$ cat config.mk
export PLATFORM = sky130hd
export DESIGN_NAME = instr_encoder_loader
export DESIGN_NICKNAME = d
export VERILOG_FILES = /design/src/rtl/instr_encoder_loader.sv
export SDC_FILE = /design/constraint.sdc
export NUM_CORES = 1
export LEC_CHECK = 0
export ABC_AREA = 1
export BUFFER_PORTS_ARGS = -buffer_cell sky130_fd_sc_hd__buf_2
export CORE_UTILIZATION = 48
export CTS_CLUSTER_DIAMETER = 60
export DETAILED_ROUTE_END_ITERATION = 8
export MAX_ROUTING_LAYER = met4
export PLACE_DENSITY_LB_ADDON = 0.08
export RECOVER_POWER = 100
export SLEW_MARGIN = 25
export SYNTH_ARGS = -nofsm -noshare
export SYNTH_HDL_FRONTEND = slang
export SYNTH_SLANG_ARGS = --single-unit
$ cat constraint.sdc
create_clock -name clk -period 1.5 [get_ports clk]
set_input_delay 0.225 -clock clk [delete_from_list [all_inputs] [get_ports clk]]
set_output_delay 0.225 -clock clk [all_outputs]
set_load 0.005 [all_outputs]
$ cat src/rtl/instr_encoder_loader.sv
// Packs symbolic instruction beats into the 9-bit instruction format and
// streams the words into instruction memory at consecutive addresses.
module instr_encoder_loader #(
  parameter int unsigned ADDR_W = 8,
  parameter int unsigned CNT_W  = 9
) (
  input  logic              clk,
  input  logic              rst_n,
  input  logic              start,
  input  logic [ADDR_W-1:0] base_addr,
  input  logic              in_valid,
  output logic              in_ready,
  input  logic [1:0]        in_class,
  input  logic [3:0]        in_opcode,
  input  logic [4:0]        in_operand,
  input  logic              in_last,
  output logic              imem_we,
  output logic [ADDR_W-1:0] imem_addr,
  output logic [8:0]        imem_wdata,
  output logic              busy,
  output logic              done,
  output logic              error,
  output logic [CNT_W-1:0]  instr_count,
  output logic [CNT_W-1:0]  err_count
);

  localparam int unsigned    DATA_W   = 9;
  localparam logic [ADDR_W-1:0] MAX_ADDR = {ADDR_W{1'b1}};
  localparam logic [CNT_W-1:0]  CNT_MAX  = {CNT_W{1'b1}};

  typedef enum logic [1:0] {
    S_IDLE = 2'd0,
    S_LOAD = 2'd1,
    S_DONE = 2'd2
  } state_t;

  state_t              r_state;
  state_t              w_state_next;

  logic [ADDR_W-1:0]   r_ptr;
  logic                r_in_ready;
  logic                r_we;
  logic [ADDR_W-1:0]   r_addr;
  logic [DATA_W-1:0]   r_wdata;
  logic                r_busy;
  logic                r_done;
  logic                r_error;
  logic [CNT_W-1:0]    r_instr_count;
  logic [CNT_W-1:0]    r_err_count;

  logic [DATA_W-1:0]   w_enc;
  logic                w_enc_ok;
  logic                w_accept;
  logic                w_write;
  logic                w_reject;
  logic                w_ptr_max;
  logic                w_ovf;
  logic                w_term;
  logic                w_start_ok;

  // Instruction encoder: packs the beat and flags encodings the decoder cannot represent
  always_comb begin
    w_enc    = '0;
    w_enc_ok = 1'b0;
    case (in_class)
      2'b00: begin
        w_enc    = {2'b00, in_operand[2:0], in_opcode};
        w_enc_ok = (in_opcode[3] == 1'b0) && (in_operand[4:3] == 2'b00);
      end
      2'b01: begin
        w_enc    = {2'b01, in_opcode[2:0], in_operand[3:0]};
        w_enc_ok = (in_opcode[3:1] == 3'b000) && (in_operand[4] == 1'b0);
      end
      2'b10: begin
        w_enc    = {2'b10, in_opcode[1:0], in_operand};
        w_enc_ok = (in_opcode[3:2] == 2'b00);
      end
      default: begin
        // LSL/LSR (opcode 0/1) carry a 3-bit shift amount; BF/BB use all 5 bits
        w_enc    = {2'b11, in_opcode[1:0], in_operand};
        w_enc_ok = (in_opcode[3:2] == 2'b00) &&
                   (in_opcode[1] || (in_operand[4:3] == 2'b00));
      end
    endcase
  end

  always_comb begin
    w_accept   = (r_state == S_LOAD) && in_valid;
    w_write    = w_accept && w_enc_ok;
    w_reject   = w_accept && !w_enc_ok;
    w_ptr_max  = (r_ptr == MAX_ADDR);
    w_ovf      = w_write && w_ptr_max;
    w_term     = w_accept && (in_last || w_ovf);
    w_start_ok = start && (r_state != S_LOAD);
  end

  always_ff @(posedge clk or negedge rst_n) begin
    if (!rst_n) begin
      r_state <= S_IDLE;
    end else begin
      r_state <= w_state_next;
    end
  end

  always_comb begin
    w_state_next = r_state;
    case (r_state)
      S_IDLE: begin
        if (start) begin
          w_state_next = S_LOAD;
        end
      end
      S_LOAD: begin
        if (w_term) begin
          w_state_next = S_DONE;
        end
      end
      S_DONE: begin
        if (start) begin
          w_state_next = S_LOAD;
        end
      end
      default: begin
        w_state_next = S_IDLE;
      end
    endcase
  end

  // Status flags track the state being entered so they change on the same edge
  always_ff @(posedge clk or negedge rst_n) begin
    if (!rst_n) begin
      r_in_ready <= 1'b0;
      r_busy     <= 1'b0;
      r_done     <= 1'b0;
    end else begin
      r_in_ready <= (w_state_next == S_LOAD);
      r_busy     <= (w_state_next == S_LOAD);
      r_done     <= (w_state_next == S_DONE);
    end
  end

  // Write port: one strobe cycle per valid beat; address and data hold otherwise
  always_ff @(posedge clk or negedge rst_n) begin
    if (!rst_n) begin
      r_we    <= 1'b0;
      r_addr  <= '0;
      r_wdata <= '0;
    end else begin
      r_we <= w_write;
      if (w_write) begin
        r_addr  <= r_ptr;
        r_wdata <= w_enc;
      end
    end
  end

  // Address pointer stops at the top of memory rather than wrapping
  always_ff @(posedge clk or negedge rst_n) begin
    if (!rst_n) begin
      r_ptr <= '0;
    end else if (w_start_ok) begin
      r_ptr <= base_addr;
    end else if (w_write && !w_ptr_max) begin
      r_ptr <= r_ptr + ADDR_W'(1);
    end
  end

  // Session counters and sticky error, cleared when a session starts
  always_ff @(posedge clk or negedge rst_n) begin
    if (!rst_n) begin
      r_error       <= 1'b0;
      r_instr_count <= '0;
      r_err_count   <= '0;
    end else if (w_start_ok) begin
      r_error       <= 1'b0;
      r_instr_count <= '0;
      r_err_count   <= '0;
    end else begin
      if (w_reject || (w_ovf && !in_last)) begin
        r_error <= 1'b1;
      end
      if (w_write && (r_instr_count != CNT_MAX)) begin
        r_instr_count <= r_instr_count + CNT_W'(1);
      end
      if (w_reject && (r_err_count != CNT_MAX)) begin
        r_err_count <= r_err_count + CNT_W'(1);
      end
    end
  end

  assign in_ready    = r_in_ready;
  assign busy        = r_busy;
  assign done        = r_done;
  assign imem_we     = r_we;
  assign imem_addr   = r_addr;
  assign imem_wdata  = r_wdata;
  assign error       = r_error;
  assign instr_count = r_instr_count;
  assign err_count   = r_err_count;

endmodule
== Word-level counts from Yosys, hierarchy flattened ==
Index checks and enable logic that the tools add are counted.

* Multiply operators: 0
* Equality and inequality tests: 10
* $add $sub $neg: 3
* Divide/modulo/power cells: 0
* Bitwise operators: 2
* Reduce and logical (&&, ||, !) cells: 29
* Magnitude comparators: 0
* Shift operators: 0
* Mux-type cells: 13

{| class="wikitable"
|+ Operators with widths
! operator !! number
|-
| 9-bit two-way mux || 4
|-
| 9-bit one-hot mux with 3 select lines || 1
|-
| 9-bit by 1-bit adder with 9-bit output (second input constant) || 2
|-
| 9-bit != test (second input constant) || 2
|-
| 8-bit two-way mux || 2
|-
| 1-bit logical AND || 13
|-
| 8-bit by 1-bit adder with 8-bit output (second input constant) || 1
|-
| 8-bit equality test (second input constant) || 1
|-
| 2-bit logical NOT || 4
|-
| 2-bit nonzero test || 4
|-
| 2-bit by 1-bit equality test with 1-bit output (second input constant) || 3
|-
| 2-bit equality test (second input constant) || 3
|-
| 2-bit two-way mux || 2
|-
| 2-bit one-hot mux with 2 select lines || 1
|-
| 1-bit logical NOT || 3
|-
| 3-bit logical NOT || 1
|-
| 1-bit logical OR || 3
|-
| 1-bit one-hot mux with 3 select lines || 1
|-
| 1-bit two-way mux || 2
|-
| 2-bit by 1-bit != test with 1-bit output (second input constant) || 1
|-
| 1-bit NOT || 2
|-
| 2-bit OR reduction || 1
|}

* RAM bits: 0
* Memories: 0
* Latch bits: 0
* Bits in read-only memories: 0
* Output and inout bits: 40
* Word-level logic and storage cells: 67
* Register bits: 49
* Input bits: 24

== Depth between registers and ports, before layout ==
* Depth in word-level cells: 11
* Gate-level depth with buffers: 11
* Gate-level depth less buffers: 11

== Worst setup path after synthesis ==
Ideal clock, no wire load.

* Path type: register to register
* Start: reg r_instr_count[0] (netlist: instr_count[0])
* End: reg r_instr_count[3] (netlist: instr_count[3])
* Arrival time: 1.479 ns
* Library setup time: 0.116 ns
* Slack: -0.095 ns
* Clock period less this slack: 1.595 ns
* Path buffers: 0
* Cell stages (with the launch flop): 11
* Required time: 1.384 ns
* Cells stage by stage: dfrtp_1 ha_1 nand3_1 nor2_1 and3_1 ha_1 inv_1 nand2_4 nand2_1 nand2_1 nand2_1

* Longest elaborated chain between the ends: 3
* Elaborated cells between the ends (all ways): 6
* Classes of those cells: 1 x add/sub; 1 x eq/ne; 2 x mux; 2 x reduce/logical

{| class="wikitable"
|+ Ends and longest elaborated chain
! item !! RTL line !! source
|-
| start: declaration || 48 || <nowiki>logic [CNT_W-1:0] r_instr_count;</nowiki>
|-
| start signal: assignment || 183 || <nowiki>r_instr_count <= r_instr_count + CNT_W'(1);</nowiki>
|-
| 9-bit by 1-bit adder with 9-bit output / 9-bit != test (equally long branches) || 183, 182 ||
|-
| 9-bit two-way mux / 1-bit logical AND (equally long branches) || 182 || <nowiki>if (w_write && (r_instr_count != CNT_MAX)) begin</nowiki>
|-
| 9-bit two-way mux / 2-bit nonzero test (equally long branches) || - ||
|}

Parallel ways exist; a longest one is shown, timed or not. The select of a mux whose other input is x is not followed.
A chain may end at the register's enable or synchronous reset.

== Worst setup path in the final report ==
* Start: reg r_err_count[0] (netlist: err_count[0])
* End: reg r_err_count[3] (netlist: err_count[3])

* Longest elaborated chain between the ends: 3
* Elaborated cells between the ends (all ways): 6
* Classes of those cells: 1 x add/sub; 1 x eq/ne; 2 x mux; 2 x reduce/logical

{| class="wikitable"
|+ Ends and longest elaborated chain
! item !! RTL line !! source
|-
| start: declaration || 49 || <nowiki>logic [CNT_W-1:0] r_err_count;</nowiki>
|-
| start signal: assignment || 186 || <nowiki>r_err_count <= r_err_count + CNT_W'(1);</nowiki>
|-
| 9-bit by 1-bit adder with 9-bit output / 9-bit != test (equally long branches) || 186, 185 ||
|-
| 9-bit two-way mux / 1-bit logical AND (equally long branches) || 185 || <nowiki>if (w_reject && (r_err_count != CNT_MAX)) begin</nowiki>
|-
| 9-bit two-way mux / 2-bit nonzero test (equally long branches) || - ||
|}

Parallel ways exist; a longest one is shown, timed or not. The select of a mux whose other input is x is not followed.

==> run_results.csv <==
group,metric,value,unit
synthesis,avgSynthCellArea,7.96,sq um
power_and_ir_drop,swShare,38.7,%
status,violations,"negative setup slack",
clock_tree,clock_sinks,49,
global_route,grt_usage,22.8,%
final_layout,num_antenna_cells,0,
global_route,antenna_found_initial,0,
clock_tree,clock_latency,0.31,ns
timing,hold_viol_final,0,
power_and_ir_drop,p_per_area,1430,mW/mm^2
clock_tree,cts_tree,"built",
final_layout,n_fill_cell,442,
timing,post-route-period-util,103,%
final_layout,nets,455,
flow_run,cap_viol_max_count,0,
placed_design,numPlacedInstances,477,
floorplanning,start_util,50.5,%
floorplanning,core_area,0.00520,sq mm
clock_tree,clk_pin_slew,0.09,ns
floorplanning,io_pins,64,
critical_path,crit_path_start_kind,"flip-flop",
drt,drc,0,
floorplanning,dieArea,0.00577,sq mm
power_and_ir_drop,power_switching,0.00199,W
synthesis,synthesis.nets,359,
worst_hold_path,hp-class,"primary input to flip-flop",
clock_tree,clockBufferDepth,2,
power_and_ir_drop,p_comb_share,43.0,%
critical_path,worst-r2r-setup-slack,-0.04,ns
global_route,grt_max_degree,50,
power_and_ir_drop,sequentialPowerShare,40.0,%
status,status,"complete, but fails checks",
timing,skew,0.00571,ns
final_layout,drive_gt1_share,35.4,%
final_layout,final_cells,497,
synthesis,syn_inst,330,
synthesis,synthesis.area,0.00263,sq mm
critical_path,crit_arrival,1.80,ns
timing,period_minus_slack,1.54,ns
clock_tree,cts.root.buffer_cell,"clkbuf_8",
critical_path,worstPathMaxFanout,5,
clock_tree,cts_made_buffers,5,
floorplanning,die_width,76.0,um
floorplanning,core.rowCount,26,
drt,vias,2555,
placed_design,dpl.hpwl,4170,um
timing,setup_slack,-0.0446,ns
drt,viasPerCell,5.14,
synthesis,ys_seq_elements,49,
critical_path,crit_path_end_kind,"flip-flop",
drt,totalWireLength,6550,um
timing,slew_viol_final,0,
drt,first_pass_iters,4,
placed_design,place_ws,-0.0260,ns
power_and_ir_drop,p_int,0.00315,W
timing,rsz0062_at_grt,"yes",
drt,wl_per_cell,13.2,um
synthesis,ys_seq_area_share,46.7,%
global_route,grt_pass1_vias,2271,
drt,drt_iter0_markers,120,
timing,tightest_slew,0.677,ns
drt,ant_nets,0,
synthesis,ys_warn_count,0,
clock_tree,htree_levels,2,
power_and_ir_drop,power.share.clock,17.0,%
power_and_ir_drop,ir_drop,0.000695,V
placed_design,io_buffers,63,
global_route,grt_pass1_wl,10300,um
critical_path,worst-setup-path-type,"flip-flop to flip-flop",
final_layout,synthToLayoutAreaGrowth,37.0,%
timing,slew_headroom,54.9,%
timing,max_freq,0.647,GHz
power_and_ir_drop,power.leakage,1.88,nW
timing,setup_viol,7,
global_route,grt-ovfl-total,0,
synthesis,ys_types,33,
placed_design,gp_congestion,0.860,
timing,hold_slack,0.176,ns
floorplanning,die_h,76.0,um
critical_path,cp_data_required_time,1.75,ns
==> power by group through the flow <==
stage	clock [W]	sequential (W)	combinational, W
finish	0.000875	0.00205	0.00221
global placement	0	0.00204	0.00191
floorplan	0	0.00211	0.00108
detailed placement	0	0.00205	0.00194
global route	0.000939	0.00211	0.00245
CTS	0.000893	0.00203	0.00205
==> cell usage in the layout, fill, tap and decap left out, types with 4 or more instances in the layout <==
master	netlist	final
nand3_2	1	6
inv_2	1	4
nand3_1	41	34
o21ai_0	19	9
ha_2	0	4
o21ai_1	1	11
clkbuf_1	3	11
xor2_1	13	13
clkbuf_8	0	7
dfrtp_1	49	49
nand3b_1	5	5
nor3_1	6	5
buf_4	1	22
nand2_8	0	4
nand2_2	3	16
buf_2	5	56
nand2_1	109	94
nor2_1	22	19
inv_1	21	17
==> registers in the layout, indices dropped and copies added, names as in the netlist <==
signal / cells
imem_wdata: 9
err_count: 9
imem_we: 1
r_ptr: 8
instr_count: 9
imem_addr: 8
done: 1
busy: 1
error: 1
r_state: 2
==> stage by stage <==
stage                     setup TNS [ns]  instance area (sq um)  util [%]  total power (W)
after floorplan                   -0.155                   2670         -          0.00319
after global placement                 0                   3240      62.2          0.00395
after detailed placement          -0.116                   3240      62.2          0.00399
after CTS                        -0.0517                   3430      66.0          0.00498
after global routing               -2.25                   3600      69.2          0.00549
final                             -0.160                   3600      69.2          0.00513
==> repair_timing <==
| item | in CTS | in global routing |
|---|---|---|
| pin swaps | 8 | 16 |
| gates resized for setup | 10 | 46 |
| hold endpoints to repair | 49 | 0 |
| setup endpoints to repair | 21 | 46 |
| setup buffers | 3 | 6 |
| gates cloned | 2 | 0 |
| hold buffers | 1 | 0 |
==> critical path, stage by stage, from the launching register on <==
cell	delay [ns]
dfrtp_1	0.36
ha_2	0.21
nand3_4	0.09
nor4_4	0.14
ha_2	0.21
inv_2	0.04
nand3_4	0.13
buf_6	0.12
nand3_1	0.09
nand2_1	0.10
==> metal layers <==
layer  vias up  part of all wire [%]  track usage (%)
met5         -                     0                -
li1       1266                     -                -
met4         0                   1.2             6.35
met1      1211                    44             28.1
met3         7                   4.4             4.43
met2        71                    51             38.5
==> layout make-up <==
cell class / instances / area [sq um] / area share [%]
sequential: 49 / 1230 / 34.1
multi-input combinational: 250 / 1500 / 41.7
clock buffer: 7 / 96.3 / 2.68
timing repair buffer: 97 / 582 / 16.2
inverter: 23 / 104 / 2.88
clock inverter: 1 / 5.00 / 0.139
tap: 70 / 87.6 / 2.43
==> Yosys cell counts, drive strengths merged <==
| master | instances | area [sq um] |
|---|---|---|
| inv | 23 | 88.8 |
| nor3 | 7 | 40.0 |
| a21oi | 3 | 15.0 |
| nand2 | 115 | 462 |
| nor3b | 1 | 7.51 |
| xnor2 | 1 | 8.76 |
| ha | 5 | 62.6 |
| xor2 | 13 | 114 |
| nand4 | 3 | 18.8 |
| nor4 | 1 | 6.26 |
| clkbuf | 3 | 11.3 |
| nand3 | 43 | 233 |
| nand3b | 5 | 37.5 |
| dfrtp | 49 | 1230 |
| o31ai | 3 | 22.5 |
| buf | 7 | 43.8 |
| or2 | 1 | 6.26 |
| o21ai | 22 | 118 |
| nor2 | 24 | 100 |
| and3 | 1 | 6.26 |
==> kinds of logic (layout without fill, tap and decap cells) <==
logic type                 after synthesis  after routing  share of synthesized area (%)
buffers and inverters                   33            128                           5.48
xor gates and xnor gates                14             14                           4.67
and+or+nand+nor                        201            203                           34.9
adders and majority gates                5              5                           2.38
DFF                                     49             49                           46.7
AOI/OAI and AO/OA                       28             28                           5.90
==> worst paths after layout <==
| kind | endpoint | start | cells past startpoint |
|---|---|---|---|
| min | r_state[0]$_DFF_PN0_ | start | 3 |
| max | err_count[3]$_DFFE_PN0P_ | err_count[0]$_DFFE_PN0P_ | 9 |
| min in group asynchronous | imem_wdata[4]$_DFFE_PN0P_ | rst_n | 3 |
| max in group asynchronous | instr_count[4]$_DFFE_PN0P_ | rst_n | 3 |
| min reg2reg | imem_addr[1]$_DFFE_PN0P_ | imem_addr[1]$_DFFE_PN0P_ | 2 |
| max reg2reg | err_count[3]$_DFFE_PN0P_ | err_count[0]$_DFFE_PN0P_ | 9 |
No activity file was read; power rests on OpenSTA's default activity.
